<file path="src/rtl/riscv_defs.sv">
// Core-wide width and master-ID defines shared by the data-port logic.
// Guarded so it can be listed as a source and also included by dependent files.
`ifndef RISCV_DEFS_SV
`define RISCV_DEFS_SV

`define RV_XLEN 32

// Data-port master identifiers
`define RV_DPORT_M_LSQ (1'b0)
`define RV_DPORT_M_AUX (1'b1)

`endif

</file>
<file path="src/rtl/dport_arbiter_pkg.sv">
// Shared request payload type and grant-selection helper for the data-port arbiter.
`include "riscv_defs.sv"

package dport_arbiter_pkg;

    localparam int XLEN = `RV_XLEN;

    typedef struct packed {
        logic [1:0]      size;
        logic            dvalid;
        logic [1:0]      hpl;
        logic [XLEN-1:0] addr;
        logic [XLEN-1:0] data;
    } dreq_t;

    // A held grant wins; otherwise round-robin on contention, else whoever asks.
    function automatic logic arb_select(
        input logic lock,
        input logic lock_id,
        input logic v0,
        input logic v1,
        input logic prio
    );
        logic s;
        if (lock) begin
            s = lock_id;
        end else if (v0 && v1) begin
            s = prio;
        end else if (v1) begin
            s = `RV_DPORT_M_AUX;
        end else begin
            s = `RV_DPORT_M_LSQ;
        end
        return s;
    endfunction

endpackage

</file>
<file path="src/rtl/fifo.sv">
// Generic synchronous FIFO, 2**C_FIFO_DEPTH_X entries; data_o shows the head with zero latency.
// Push is ignored when full and pop when empty; flush_i empties it on the next enabled edge.
`include "riscv_defs.sv"

module fifo #(
    parameter int C_FIFO_WIDTH   = 1,
    parameter int C_FIFO_DEPTH_X = 2
) (
    input  logic                    clk_i,
    input  logic                    clk_en_i,
    input  logic                    resetb_i,
    input  logic                    flush_i,
    input  logic                    push_i,
    input  logic [C_FIFO_WIDTH-1:0] data_i,
    input  logic                    pop_i,
    output logic [C_FIFO_WIDTH-1:0] data_o,
    output logic                    empty_o,
    output logic                    full_o
);

    localparam int DEPTH = 1 << C_FIFO_DEPTH_X;
    localparam logic [C_FIFO_DEPTH_X:0] PTR_ONE = {{C_FIFO_DEPTH_X{1'b0}}, 1'b1};

    logic [C_FIFO_WIDTH-1:0]   mem_q [DEPTH];
    logic [C_FIFO_DEPTH_X:0]   wr_ptr_q, wr_ptr_d;
    logic [C_FIFO_DEPTH_X:0]   rd_ptr_q, rd_ptr_d;
    logic                      do_push;
    logic                      do_pop;

    // Extra pointer MSB distinguishes full from empty when the indices match.
    assign empty_o = (wr_ptr_q == rd_ptr_q);
    assign full_o  = (wr_ptr_q[C_FIFO_DEPTH_X] != rd_ptr_q[C_FIFO_DEPTH_X]) &&
                     (wr_ptr_q[C_FIFO_DEPTH_X-1:0] == rd_ptr_q[C_FIFO_DEPTH_X-1:0]);
    assign data_o  = mem_q[rd_ptr_q[C_FIFO_DEPTH_X-1:0]];

    assign do_push = push_i & ~full_o;
    assign do_pop  = pop_i & ~empty_o;

    always_comb begin
        wr_ptr_d = wr_ptr_q;
        rd_ptr_d = rd_ptr_q;
        if (flush_i) begin
            wr_ptr_d = '0;
            rd_ptr_d = '0;
        end else begin
            if (do_push) begin
                wr_ptr_d = wr_ptr_q + PTR_ONE;
            end
            if (do_pop) begin
                rd_ptr_d = rd_ptr_q + PTR_ONE;
            end
        end
    end

    always_ff @(posedge clk_i or negedge resetb_i) begin
        if (!resetb_i) begin
            wr_ptr_q <= '0;
            rd_ptr_q <= '0;
        end else if (clk_en_i) begin
            wr_ptr_q <= wr_ptr_d;
            rd_ptr_q <= rd_ptr_d;
        end
    end

    always_ff @(posedge clk_i) begin
        if (clk_en_i && do_push && !flush_i) begin
            mem_q[wr_ptr_q[C_FIFO_DEPTH_X-1:0]] <= data_i;
        end
    end

endmodule

</file>
<file path="src/rtl/dport_arbiter.sv">
// Round-robin two-master arbiter for the data port; zero-latency request and response paths.
// Grant is locked while the memory stalls; issue is blocked while the order FIFO is full.
`include "riscv_defs.sv"

module dport_arbiter
    import dport_arbiter_pkg::*;
#(
    parameter int C_FIFO_DEPTH_X = 2
) (
    input  logic            clk_i,
    input  logic            clk_en_i,
    input  logic            resetb_i,

    output logic            m0_reqready_o,
    input  logic            m0_reqvalid_i,
    input  logic [1:0]      m0_reqsize_i,
    input  logic            m0_reqdvalid_i,
    input  logic [1:0]      m0_reqhpl_i,
    input  logic [XLEN-1:0] m0_reqaddr_i,
    input  logic [XLEN-1:0] m0_reqdata_i,
    input  logic            m0_rspready_i,
    output logic            m0_rspvalid_o,
    output logic            m0_rsprerr_o,
    output logic            m0_rspwerr_o,
    output logic [XLEN-1:0] m0_rspdata_o,

    output logic            m1_reqready_o,
    input  logic            m1_reqvalid_i,
    input  logic [1:0]      m1_reqsize_i,
    input  logic            m1_reqdvalid_i,
    input  logic [1:0]      m1_reqhpl_i,
    input  logic [XLEN-1:0] m1_reqaddr_i,
    input  logic [XLEN-1:0] m1_reqdata_i,
    input  logic            m1_rspready_i,
    output logic            m1_rspvalid_o,
    output logic            m1_rsprerr_o,
    output logic            m1_rspwerr_o,
    output logic [XLEN-1:0] m1_rspdata_o,

    input  logic            dreqready_i,
    output logic            dreqvalid_o,
    output logic [1:0]      dreqsize_o,
    output logic            dreqdvalid_o,
    output logic [1:0]      dreqhpl_o,
    output logic [XLEN-1:0] dreqaddr_o,
    output logic [XLEN-1:0] dreqdata_o,

    output logic            drspready_o,
    input  logic            drspvalid_i,
    input  logic            drsprerr_i,
    input  logic            drspwerr_i,
    input  logic [XLEN-1:0] drspdata_i,

    output logic            arb_orphan_o
);

    logic  prio_q, prio_d;
    logic  lock_q, lock_d;
    logic  lock_id_q, lock_id_d;
    logic  orphan_q, orphan_d;

    dreq_t m0_req, m1_req, req_sel;
    logic  sel;
    logic  sel_vld;
    logic  accept;
    logic  stall;

    logic  order_full;
    logic  order_empty;
    logic  order_head;
    logic  rsp_live;
    logic  head_rdy;
    logic  pop;

    assign m0_req = '{size: m0_reqsize_i, dvalid: m0_reqdvalid_i, hpl: m0_reqhpl_i,
                      addr: m0_reqaddr_i, data: m0_reqdata_i};
    assign m1_req = '{size: m1_reqsize_i, dvalid: m1_reqdvalid_i, hpl: m1_reqhpl_i,
                      addr: m1_reqaddr_i, data: m1_reqdata_i};

    // Request path
    assign sel     = arb_select(lock_q, lock_id_q, m0_reqvalid_i, m1_reqvalid_i, prio_q);
    assign req_sel = (sel == `RV_DPORT_M_AUX) ? m1_req : m0_req;
    assign sel_vld = (sel == `RV_DPORT_M_AUX) ? m1_reqvalid_i : m0_reqvalid_i;

    assign dreqvalid_o  = sel_vld & ~order_full;
    assign dreqsize_o   = req_sel.size;
    assign dreqdvalid_o = req_sel.dvalid;
    assign dreqhpl_o    = req_sel.hpl;
    assign dreqaddr_o   = req_sel.addr;
    assign dreqdata_o   = req_sel.data;

    assign m0_reqready_o = (sel == `RV_DPORT_M_LSQ) & dreqready_i & ~order_full;
    assign m1_reqready_o = (sel == `RV_DPORT_M_AUX) & dreqready_i & ~order_full;

    assign accept = dreqvalid_o & dreqready_i;
    assign stall  = dreqvalid_o & ~dreqready_i;

    // Response path: the head of the order FIFO names the owner of the next response.
    assign rsp_live    = drspvalid_i & ~order_empty;
    assign head_rdy    = (order_head == `RV_DPORT_M_AUX) ? m1_rspready_i : m0_rspready_i;
    assign drspready_o = rsp_live & head_rdy;
    assign pop         = drspvalid_i & drspready_o;

    assign m0_rspvalid_o = rsp_live & (order_head == `RV_DPORT_M_LSQ);
    assign m1_rspvalid_o = rsp_live & (order_head == `RV_DPORT_M_AUX);
    assign m0_rsprerr_o  = drsprerr_i;
    assign m0_rspwerr_o  = drspwerr_i;
    assign m0_rspdata_o  = drspdata_i;
    assign m1_rsprerr_o  = drsprerr_i;
    assign m1_rspwerr_o  = drspwerr_i;
    assign m1_rspdata_o  = drspdata_i;

    assign arb_orphan_o = orphan_q;

    always_comb begin
        prio_d    = prio_q;
        lock_d    = lock_q;
        lock_id_d = lock_id_q;
        orphan_d  = orphan_q;
        if (accept) begin
            prio_d = ~sel;
            lock_d = 1'b0;
        end else if (stall) begin
            lock_d    = 1'b1;
            lock_id_d = sel;
        end
        if (drspvalid_i && order_empty) begin
            orphan_d = 1'b1;
        end
    end

    always_ff @(posedge clk_i or negedge resetb_i) begin
        if (!resetb_i) begin
            prio_q    <= 1'b0;
            lock_q    <= 1'b0;
            lock_id_q <= 1'b0;
            orphan_q  <= 1'b0;
        end else if (clk_en_i) begin
            prio_q    <= prio_d;
            lock_q    <= lock_d;
            lock_id_q <= lock_id_d;
            orphan_q  <= orphan_d;
        end
    end

    fifo #(
        .C_FIFO_WIDTH   (1),
        .C_FIFO_DEPTH_X (C_FIFO_DEPTH_X)
    ) u_order_fifo (
        .clk_i    (clk_i),
        .clk_en_i (clk_en_i),
        .resetb_i (resetb_i),
        .flush_i  (1'b0),
        .push_i   (accept),
        .data_i   (sel),
        .pop_i    (pop),
        .data_o   (order_head),
        .empty_o  (order_empty),
        .full_o   (order_full)
    );

endmodule

</file>
<file path="config.mk">
export PLATFORM = sky130hd
export DESIGN_NAME = dport_arbiter
export DESIGN_NICKNAME = d
export VERILOG_FILES = /design/src/rtl/dport_arbiter_pkg.sv /design/src/rtl/fifo.sv /design/src/rtl/dport_arbiter.sv
export VERILOG_INCLUDE_DIRS = /design/src /design/src/rtl
export SDC_FILE = /design/constraint.sdc
export NUM_CORES = 1
export LEC_CHECK = 0
export ABC_AREA = 1
export CAP_MARGIN = 0
export CORE_AREA = 3 3 125 127
export DETAILED_ROUTE_END_ITERATION = 12
export DIE_AREA = 0 0 128 130
export SLEW_MARGIN = 20
export SYNTH_ARGS = -nofsm -noshare
export SYNTH_HDL_FRONTEND = slang
export SYNTH_SLANG_ARGS = --single-unit
export TNS_END_PERCENT = 20
</file>
<file path="constraint.sdc">
create_clock -name clk_i -period 3.5 [get_ports clk_i]
set_input_delay 0.7 -clock clk_i [delete_from_list [all_inputs] [get_ports clk_i]]
set_output_delay 0.7 -clock clk_i [all_outputs]
set_load 0.005 [all_outputs]
</file>
==> results of run 1 <==
==> flip-flops by register name (all words and copies together), names as in the netlist <==
signal                 cells
u_order_fifo.mem_q         4
lock_q                     1
lock_id_q                  1
arb_orphan_o               1
u_order_fifo.wr_ptr_q      3
u_order_fifo.rd_ptr_q      3
prio_q                     1
==> cell families (layout without fill, tap and decap cells) <==
family	Yosys count	after routing	synth area share [%]
simple gates	279	279	49.7
buf+inv	101	251	29.6
flops	14	14	16.1
fa+ha+maj	5	5	2.71
compound gates	3	3	0.760
xor+xnor	3	3	1.14
==> how the worst min path moves through the flow <==
stage | to | cells after the start | from | slack (ns)
5_1_grt | arb_orphan_o$_DFFE_PN0P_ | 1 | arb_orphan_o$_DFFE_PN0P_ | 0.51
2_1_floorplan | arb_orphan_o$_DFFE_PN0P_ | 0 | resetb_i | 0.40
4_1_cts | arb_orphan_o$_DFFE_PN0P_ | 1 | arb_orphan_o$_DFFE_PN0P_ | 0.49
6_report | arb_orphan_o$_DFFE_PN0P_ | 1 | arb_orphan_o$_DFFE_PN0P_ | 0.48
3_3_place_gp | arb_orphan_o$_DFFE_PN0P_ | 1 | arb_orphan_o$_DFFE_PN0P_ | 0.46
3_5_place_dp | arb_orphan_o$_DFFE_PN0P_ | 1 | arb_orphan_o$_DFFE_PN0P_ | 0.47
==> cell usage in the layout (no fill, tap or decap) <==
master           netlist  layout
ha_1                   5       5
clkinv_1               0       1
nor2_1                 6       6
nand3_2                4       4
nand2_1              246     246
buf_4                 74       4
xor2_1                 2       2
inv_1                 14      14
nor2_8                 1       1
clkdlybuf4s50_1        0     222
buf_12                 0       4
clkbuf_16              0       3
nand4_1                9       9
dfrtp_1               10      10
a21oi_1                2       2
nand2_2                5       5
xnor2_1                1       1
nand4_2                1       1
inv_4                  1       1
edfxtp_1               4       4
inv_2                  2       2
nor3_2                 1       1
nor3_1                 1       1
nand3_1                5       5
o21bai_1               1       1
==> worst reg2reg max path, stage by stage, from the launching register on <==
cell and delay, ns:
dfrtp_1 0.41, nor2_1 0.12, nand2_1 0.10, nand2_2 0.12, buf_12 0.19, nand2_1 0.07, nand2_1 0.11, nand4_2 0.21
nor2_1 0.19
==> per-stage QoR <==
stage	instance area, um2	utilization (%)	setup slack [ns]
finish	4330	29.8	0.207
global route	4330	29.8	0.0691
CTS	4330	29.8	0.182
detailed placement	4250	29.3	0.185
global placement	4250	29.3	0.225
floorplan	2310	-	1.39
==> report_power, final <==
| part | internal [mW] | switching, mW |
|---|---|---|
| Combinational | 1.05 | 0.840 |
| Clock | 0.151 | 0.0636 |
| Sequential | 0.231 | 0.0691 |
==> layout make-up <==
type	instances	share of cell area, %
Clock buffer	3	1.73
Clock inverter	1	0.0867
Inverter	17	1.53
Multi-Input combinational cell	290	28.9
Sequential cell	14	8.55
Tap cell	184	5.32
Timing Repair Buffer	230	53.9
==> synthesized netlist by cell type (all sizes together) <==
library cell	number	area [um2]
dfrtp	10	250
nor3	2	15.0
xor2	2	17.5
nand4	10	68.8
o21bai	1	7.51
a21oi	2	10.0
nand3	9	65.1
buf	83	613
clkbuf	1	3.75
ha	5	62.6
inv	17	66.3
xnor2	1	8.76
nor2	7	42.5
edfxtp	4	120
nand2	251	955
==> layer usage <==
metal / up-vias / routed length, um / part of all wire (%) / track usage (%)
met5: - / 0 / 0 / 0
met4: 0 / 110 / 1.2 / 2.31
met3: 13 / 1170 / 13 / 4.42
met2: 183 / 4440 / 49 / 16.7
met1: 1175 / 3300 / 37 / 10.7
li1: 1461 / - / - / -
==> flow_summary.ini, run 1 <==
[run_status]
status = complete, no violations

[synthesis]
syn_area_per_cell_um2 = 5.69
synth_nets = 591
synthCells = 405
netlist_area_um2 = 2310
ys_ff_latch = 14
ys_seq_area_share_pct = 16.1
yosysUniqueCellTypes = 24
synth.yosys.warnings = 0

[setup_path]
crit_path_frequent_cell = nand2_1
timing.rr.start = lock_q$_DFFE_PN0P_
end_kind = primary output
setup.worst_path.end = dreqdata_o[12]
max_stage_delay_ns = 0.51
worst-path-buf-inv = 5
cp-startpoint = m1_reqvalid_i
reg2reg_setup_slack_ns = 1.68
critical_path.top_delay_family = buffers and inverters
ff2ff_path_depth = 8
critPathMaxFanout = 30
rr_endpoint = u_order_fifo.mem_q[0]$_DFFE_PP_
cp-start-kind = input pin
worst_ep_arrival_time_ns = 2.59
cp_num_cells = 10
crit_chain = clkdlybuf4s50_1, inv_1, nor2_1, nand2_1, nand2_2, buf_12, buf_4, nand2_1, nand2_1, clkdlybuf4s50_1
critPathKind = input pin to primary output
cpMaxStageDelayCell = clkdlybuf4s50_1
required_ns = 2.80

[global_routing]
antenna_found_initial = 0
grt_max_degree = 31
grt_use_total_pct = 9.60
grt_pass1_wl_mm = 13.0
globalRouteOverflowTotal = 0
grt_pass1_vias = 2594

[run]
cap_violations = 0

[cts]
numClockSinks = 14
clkTransAtPathRegs_ns = 0.04
htree_levels = 1
hold_buffers = 0
cts_tree = done
post_cts_resized = 0
postCtsSetupBuffers = 0
cts.path.max_buffers = 2
clk-insertion-delay-late_ns = 0.24
cts_root_buffer = clkbuf_16
tritoncts.num_buffers = 3

[finish]
final_cells = 739
final-seq-area_um2 = 370
n_antenna_cell = 0
nFillCells = 1581
multi_input_area_um2 = 1250
layout-drive-gt1-share_pct = 4.68
area_growth_pct = 87.8
nNetsFinal = 742

[sta]
max_slew_margin_pct = 65.5
min_period_ns = 3.29
setup_tns_ns = 0
rsz0062_at_grt = no
slew_violations = 0
setup_violations = 0
timing.hold.ws_ns = 0.482
worst_pin_slew_ns = 0.515
max_freq_ghz = 0.304
finalClockSkew_ns = 0.00304
fin_crit_sh_pct = 94.1
finalHoldViolCount = 0

[die]
coreArea_um2 = 14500
dieArea_um2 = 16600
die_h_um = 130
die_w_um = 128
rows = 44
io_pins = 325
start_util_pct = 15.9

[placed_design]
dpl.cell_count = 735
io_buffers = 222
hpwl_mm = 7.73
place_congestion = 0.710

[routing]
first_pass_iters = 5
antenna_left = 0
routed_wl_mm = 9.02
routedWlPerCell_um = 12.2
vias_per_cell = 3.83
drcViolationCount = 0
drt-initial-drc-count = 95
dr_total_vias = 2832

[min_path]
hp-class = flop to flop

[power_and_ir_drop]
irDropWorstVdd_mv = 0.192
leakage_nw = 2.04
power_density_nw_per_um2 = 554
total_power_mw = 2.40
Power figures use the tool's default switching activity.
==> run 2: changes to the inputs <==
--- a/config.mk
+++ b/config.mk
@@ -7,8 +7,10 @@
 export NUM_CORES = 1
 export LEC_CHECK = 0
 export ABC_AREA = 1
+export ABC_CLOCK_PERIOD_IN_PS = 3500
 export CAP_MARGIN = 0
 export CORE_AREA = 3 3 125 127
+export CTS_BUF_LIST = sky130_fd_sc_hd__clkbuf_8
 export DETAILED_ROUTE_END_ITERATION = 12
 export DIE_AREA = 0 0 128 130
 export SLEW_MARGIN = 20
==> run 2 against run 1 <==
Against the previous run: sequential share of layout area up 0.067 points; non-clock buffer count unchanged; critical endpoint unchanged; combinational power about the same; first-iteration DRC count down 5.3%; global-route usage down 0.10 points; sequential cell count unchanged; critical path depth unchanged; die area unchanged; critical path type unchanged.
==> flow_summary.ini, run 2 (synthesized netlist as in run 1, its figures left out) <==
[run_status]
status = complete, no violations

[setup_path]
worst_ep_arrival_time_ns = 2.60
crit_chain = clkdlybuf4s50_1, inv_1, nor2_1, nand2_1, nand2_2, buf_12, buf_4, nand2_1, nand2_1, clkdlybuf4s50_1
required_ns = 2.80
ff2ff_path_depth = 8
cp-start-kind = input pin
crit_path_frequent_cell = nand2_1
reg2reg_setup_slack_ns = 1.68
rr_endpoint = u_order_fifo.mem_q[0]$_DFFE_PP_
critPathMaxFanout = 30
timing.rr.start = lock_q$_DFFE_PN0P_
critPathKind = input pin to primary output
end_kind = primary output
cpMaxStageDelayCell = clkdlybuf4s50_1
max_stage_delay_ns = 0.51

[sta]
finalHoldViolCount = 0
max_slew_margin_pct = 64.3
worst_pin_slew_ns = 0.534
slew_violations = 0
timing.hold.ws_ns = 0.485
setup_violations = 0
min_period_ns = 3.30
finalClockSkew_ns = 0.00312
setup_tns_ns = 0
fin_ws_ns = 0.199
rsz0062_at_grt = no
max_freq_ghz = 0.303
fin_crit_sh_pct = 94.3

[placed_design]
io_buffers = 222
dp_slack_ns = 0.185
place_congestion = 0.710
dpl.cell_count = 735
hpwl_mm = 7.73

[finish]
largest_reg_flops = 4
layout-drive-gt1-share_pct = 4.68
final-seq-area_um2 = 370
area_growth_pct = 86.3
n_antenna_cell = 0
final_common_cell = nand2_1
final_cells = 739
final_cell_mix = nand2_1 (246), clkdlybuf4s50_1 (222), inv_1 (14)
multi_input_area_um2 = 1250
nNetsFinal = 742
nFillCells = 1584

[routing]
antenna_left = 0
vias_per_cell = 3.81
routed_wl_mm = 8.96
drt-initial-drc-count = 90
routedWlPerCell_um = 12.1
first_pass_iters = 4
dr_total_vias = 2816
drcViolationCount = 0

[power_and_ir_drop]
p_int_mw = 1.36
pwr-share-clk_pct = 5.8
irDropWorstVdd_mv = 0.170
power_density_nw_per_um2 = 541
leakage_nw = 2.03
swShare_pct = 41.7
pwr-share-comb_pct = 81.4
seqPwrFrac_pct = 12.9
power.switching_mw = 0.968

[cts]
tritoncts.num_buffers = 3
clkTransAtPathRegs_ns = 0.06
numClockSinks = 14
cts_tree = done
cts_root_buffer = clkbuf_8
cts.path.max_buffers = 2
post_cts_resized = 0
postCtsSetupBuffers = 0
htree_levels = 1
hold_buffers = 0
clk-insertion-delay-late_ns = 0.24

[die]
dieArea_um2 = 16600
coreArea_um2 = 14500
die_h_um = 130
io_pins = 325
die_w_um = 128
rows = 44
start_util_pct = 15.9

[min_path]
worstHoldEndpoint = arb_orphan_o$_DFFE_PN0P_
hp-class = flop to flop
holdPathStages = 1
hp-start = arb_orphan_o$_DFFE_PN0P_

[global_routing]
grt_pass1_vias = 2605
antenna_found_initial = 0
grt_pass1_wl_mm = 12.9
grt_use_total_pct = 9.50
grt_max_degree = 31
globalRouteOverflowTotal = 0

[run]
cap_violations = 0
[run 2: cell types whose count changed in the layout (fill, tap and decap cells not counted)]
cell,change
clkbuf_8,+3
clkbuf_16,-3
[run 2: power by group through the flow]
stage | sequential (mW) | clock, mW | combinational (mW)
2_1_floorplan | 0.282 | 0 | 0.934
3_3_place_gp | 0.305 | 0 | 1.92
3_5_place_dp | 0.304 | 0 | 1.92
4_1_cts | 0.301 | 0.137 | 1.94
5_1_grt | 0.310 | 0.145 | 2.09
6_report | 0.299 | 0.134 | 1.89
[run 2: cell type report]
class                           count  area share [%]
Inverter                           17            1.54
Multi-Input combinational cell    290            29.1
Tap cell                          184            5.36
Clock buffer                        3           0.961
Timing Repair Buffer              230            54.3
Sequential cell                    14            8.62
Clock inverter                      1          0.0874
[run 2: through the flow]
stage	total power, mW	area, um2	util [%]
finish	2.32	4300	29.6
global route	2.55	4300	29.6
CTS	2.37	4300	29.6
detailed placement	2.23	4250	29.3
global placement	2.23	4250	29.3
floorplan	1.22	2310	-
[run 2: how the worst max path moves through the flow]
| stage | from | endpoint | slack (ns) | cells after the start |
|---|---|---|---|---|
| 2_1_floorplan | m1_reqvalid_i | m1_reqready_o | 1.39 | 8 |
| 3_3_place_gp | m1_reqvalid_i | dreqdata_o[17] | 0.23 | 10 |
| 3_5_place_dp | m1_reqvalid_i | dreqdata_o[12] | 0.19 | 10 |
| 4_1_cts | m1_reqvalid_i | dreqdata_o[12] | 0.18 | 10 |
| 5_1_grt | m1_reqvalid_i | dreqdata_o[12] | 0.07 | 10 |
| 6_report | m1_reqvalid_i | dreqdata_o[12] | 0.20 | 10 |
[run 2: layer usage]
| metal | GRT usage, % | wire (um) |
|---|---|---|
| met2 | 16.6 | 4390 |
| met5 | 0 | 0 |
| met3 | 4.30 | 1140 |
| met1 | 10.7 | 3310 |
| met4 | 2.12 | 111 |
[run 2: critical path, delay by kind of cell]
family        cells  cell delay, ns
simple gates      5            0.45
buf+inv           5            1.43
==> RTL change 1: new RTL, config.mk and constraints of run 1 <==
`RV_XLEN`: 32 -> 24.
--- a/src/rtl/riscv_defs.sv
+++ b/src/rtl/riscv_defs.sv
@@ -3,7 +3,7 @@
 `ifndef RISCV_DEFS_SV
 `define RISCV_DEFS_SV
 
-`define RV_XLEN 32
+`define RV_XLEN 24
 
 // Data-port master identifiers
 `define RV_DPORT_M_LSQ (1'b0)
Interface: changed (9 resized); port bits go from 325 to 253. No check against the original RTL was run, so the function may have changed too.
==> RTL change 1 against run 1 <==
Sequential cell count unchanged. Final cell count decreased by 14%. Maximum frequency increased by 3.5%. Wire length decreased by 25%. Sequential share of layout area increased by 1.7 points. Worst setup slack improved by 0.11 ns. Synthesized area decreased by 16%. Worst hold slack improved by 0.0017 ns. Total power decreased by 15%. Design area decreased by 17%. Critical endpoint is now dreqdata_o[18]. Largest cell class unchanged.
==> RTL change 1: results (changes against run 1) <==
| Metric | Value |
|---|---|
| Syn nets | `483 (-18%)` |
| Dpl hpwl | `5720 um (-26%)` |
| Sequential area share after synthesis | `19.0% (+3.0 points)` |
| Synth area leaders | `nand2_1, buf_4, dfrtp_1` |
| First-pass GRT wire length | `10300 um (-21%)` |
| Status | `finished, final reports clean` |
| GPL Wtd Cong | `0.744 (+4.7%)` |
| Critical-path maximum fanout | `44 (+47%)` |
| Number of global-route vias before repair | `2110 (-19%)` |
| Fin Clk Skew | `0.00635 ns (+0.00330 ns)` |
| Least-Margin Pin Slew | `0.536 ns (+0.0207 ns)` |
| Avg Vias per Cell | `3.52 (-8.2%)` |
| Synthesized instance count | `337 (-17%)` |
| Initial antenna violation count | `0 (unchanged)` |
| Nets@finish | `602 (-19%)` |
| Synth unique cells | `21 (-13%)` |
| Placed insts | `635 (-14%)` |
| Top cells by count, synth | `nand2_1, buf_4, inv_1` |
| DR pass1 iterations | `4 (-1)` |
| Fillcell total | `1640 (+3.7%)` |
| Pre-CTS worst setup slack | `0.302 ns (+0.116 ns)` |
| PortBufs | `174 (-22%)` |
| Worst Setup SP | `m0_reqvalid_i` |
| Largest net degree at the start of global routing | `45 (+45%)` |
| Total track usage | `7.46% (-2.1 points)` |
| DR vias | `2249 (-21%)` |
| Worst skew pair latency | `0.25 ns` |
| Pleak | `1.69 nW (-17%)` |
| Maximum vdd drop | `0.000257 V (+33%)` |
| Worst endpoint data arrival time | `2.48 ns (-0.11 ns)` |
| WL/cell | `10.6 um (-13%)` |
RTL change 1: cell types whose count changed in the layout (fill, tap and decap cells not counted), moves of 2 or more:
cell	delta
buf_4	-2
buf_12	-2
nand2_1	-46
nand2_2	-2
clkdlybuf4s50_1	-48
RTL change 1: routing by layer:
metal / GRT usage [%] / share of wire (%)
met2: 12.1 / 48
met3: 2.70 / 10
met5: 0 / 0
met1: 9.49 / 41
met4: 1.81 / 0.66
RTL change 1: final cells by class:
| type | instances | area (um2) | share of cell area (%) |
|---|---|---|---|
| multi-input combinational | 242 | 1050 | 29.1 |
| inverter | 17 | 63.8 | 1.77 |
| clock buffer | 4 | 88.8 | 2.47 |
| tap | 184 | 230 | 6.40 |
| sequential | 14 | 370 | 10.3 |
| timing repair buffer | 178 | 1800 | 49.9 |
RTL change 1: where the power goes:
part	internal (mW)	switching, mW
combinational	0.812	0.695
sequential	0.231	0.0647
clock	0.174	0.0727
total	1.22	0.833
RTL change 1: stage by stage:
| stage | area, um2 | util (%) |
|---|---|---|
| floorplan | 1940 | - |
| global placement | 3510 | 24.1 |
| detailed placement | 3510 | 24.1 |
| CTS | 3600 | 24.8 |
| global route | 3600 | 24.8 |
| finish | 3600 | 24.8 |
RTL change 1: worst paths after layout:
path / endpoint / slack, ns / cells past startpoint
setup / recovery: dreqdata_o[18] / 0.32 / 9
hold / removal: arb_orphan_o / 0.48 / 1
setup reg to reg: u_order_fifo.mem_q[1] / 1.63 / 8
hold reg to reg: arb_orphan_o / 0.48 / 1
max in group asynchronous: u_order_fifo.rd_ptr_q[1] / 2.38 / 1
min in group asynchronous: lock_q / 0.78 / 1
RTL change 1: kinds of logic after synthesis:
logic type	Yosys count	share of synthesized area, %
compound gates	3	0.901
xor+xnor	3	1.35
fa+ha+maj	5	3.22
buf+inv	81	27.0
flops	14	19.0
simple gates	231	48.5
==> RTL change 2: new RTL, settings of run 1 <==
Without the edit above. Put a register stage on the outputs `m0_rsprerr_o`, `m0_rspwerr_o`, `m1_rsprerr_o` and `m1_rspwerr_o`, without a reset. The values now appear one clock later. The other outputs are not delayed to match.
--- a/src/rtl/dport_arbiter.sv
+++ b/src/rtl/dport_arbiter.sv
@@ -103,11 +103,13 @@
 
     assign m0_rspvalid_o = rsp_live & (order_head == `RV_DPORT_M_LSQ);
     assign m1_rspvalid_o = rsp_live & (order_head == `RV_DPORT_M_AUX);
-    assign m0_rsprerr_o  = drsprerr_i;
-    assign m0_rspwerr_o  = drspwerr_i;
     assign m0_rspdata_o  = drspdata_i;
-    assign m1_rsprerr_o  = drsprerr_i;
-    assign m1_rspwerr_o  = drspwerr_i;
+    always_ff @(posedge clk_i) begin
+        m0_rsprerr_o <= drsprerr_i;
+        m0_rspwerr_o <= drspwerr_i;
+        m1_rsprerr_o <= drsprerr_i;
+        m1_rspwerr_o <= drspwerr_i;
+    end
     assign m1_rspdata_o  = drspdata_i;
 
     assign arb_orphan_o = orphan_q;
Function: changed (a bounded check fails within 4 cycles, from zero or initial values and one cycle with resetb_i low).
==> RTL change 2 against run 1 <==
Sequential cell count grew 2. Synthesized area grew 1.1%. Worst setup slack gained 0.036 ns. Wire length grew 1.8%. Non-clock buffer count grew 4. Global-route usage grew 0.43 points. Sequential share of layout area grew 0.72 points. Final cell count grew 0.81%. Total power grew 1.9%. Design area grew 2.2%. Largest cell class unchanged. Largest power group unchanged. Highest routed layer unchanged.
==> RTL change 2: results (changes against run 1) <==
| Metric | Value |
|---|---|
| Status | `finished, final reports clean` |
| DR pass1 iterations | `4 (-1)` |
| FFs w/ async S/R, synth | `62.5% (-8.9 points)` |
| Fillcell total | `1559 (-1.4%)` |
| Fraction of area in registers | `9.27% (+0.72 points)` |
| Clock-cell share | `2.01% (+0.19 points)` |
| Final period util | `93.0% (-1.0 points)` |
| DRT iter0 DRCs | `136 (+43%)` |
| CLK BUF | `4 (+1)` |
| Adder-cell share of the synthesized area | `2.68% (-0.029 points)` |
| Layout cells sized above 1 | `4.46% (-0.23 points)` |
| Post-Layout Cell Count | `745 (+0.81%)` |
| Synth Area in XOR/XNOR | `1.13% (-0.012 points)` |
| Pre-CTS worst setup slack | `0.214 ns (+0.0287 ns)` |
| Signal buffers share of area | `53.7% (-0.14 points)` |
| Worst hold margin | `0.474 ns (-0.00744 ns)` |
| Flop pwr share | `13.2% (+0.7 points)` |
| Largest net degree at the start of global routing | `47 (+52%)` |
| Pleak | `2.08 nW (+1.8%)` |
| R2R setup slack | `1.61 ns (-0.07 ns)` |
| Dpl hpwl | `7770 um (+0.52%)` |
| Net Switching | `0.984 mW (+1.2%)` |
| Worst Setup SP | `m0_reqvalid_i` |
| Synth unique cells | `25 (+4.2%)` |
| Least-Margin Pin Slew | `0.522 ns (+0.00681 ns)` |
| Clk pwr | `0.247 mW (+15%)` |
| Design Power | `2.45 mW (+1.9%)` |
| Nonclk buf count | `234 (+1.7%)` |
| GPL Wtd Cong | `0.700 (-1.4%)` |
| Critical-path maximum fanout | `27 (-10%)` |
| Sequential area share after synthesis | `17.6% (+1.5 points)` |
| PortBufs | `228 (+2.7%)` |
| Number of global-route vias before repair | `2716 (+4.7%)` |
| DR vias | `2778 (-1.9%)` |
| Placed insts | `741 (+0.82%)` |
-- RTL change 2: worst min-delay path by stage --
stage	cells past startpoint	from	to
after floorplan	0	resetb_i	arb_orphan_o
after detailed placement	1	arb_orphan_o	arb_orphan_o
after global routing	1	arb_orphan_o	arb_orphan_o
after global placement	1	arb_orphan_o	arb_orphan_o
final	1	arb_orphan_o	arb_orphan_o
after CTS	1	arb_orphan_o	arb_orphan_o
-- RTL change 2: kinds of logic after synthesis --
family          count (synthesis)
xor+xnor                        3
buf+inv                        99
fa+ha+maj                       5
flops                          16
compound gates                  3
simple gates                  279
-- RTL change 2: per-layer routing --
| layer | track usage, % | wire length (um) | up-vias |
|---|---|---|---|
| li1 | - | - | 1468 |
| met5 | 0 | 0 | - |
| met3 | 4.99 | 1230 | 16 |
| met2 | 16.7 | 4310 | 163 |
| met4 | 2.25 | 105 | 0 |
| met1 | 11.7 | 3540 | 1131 |
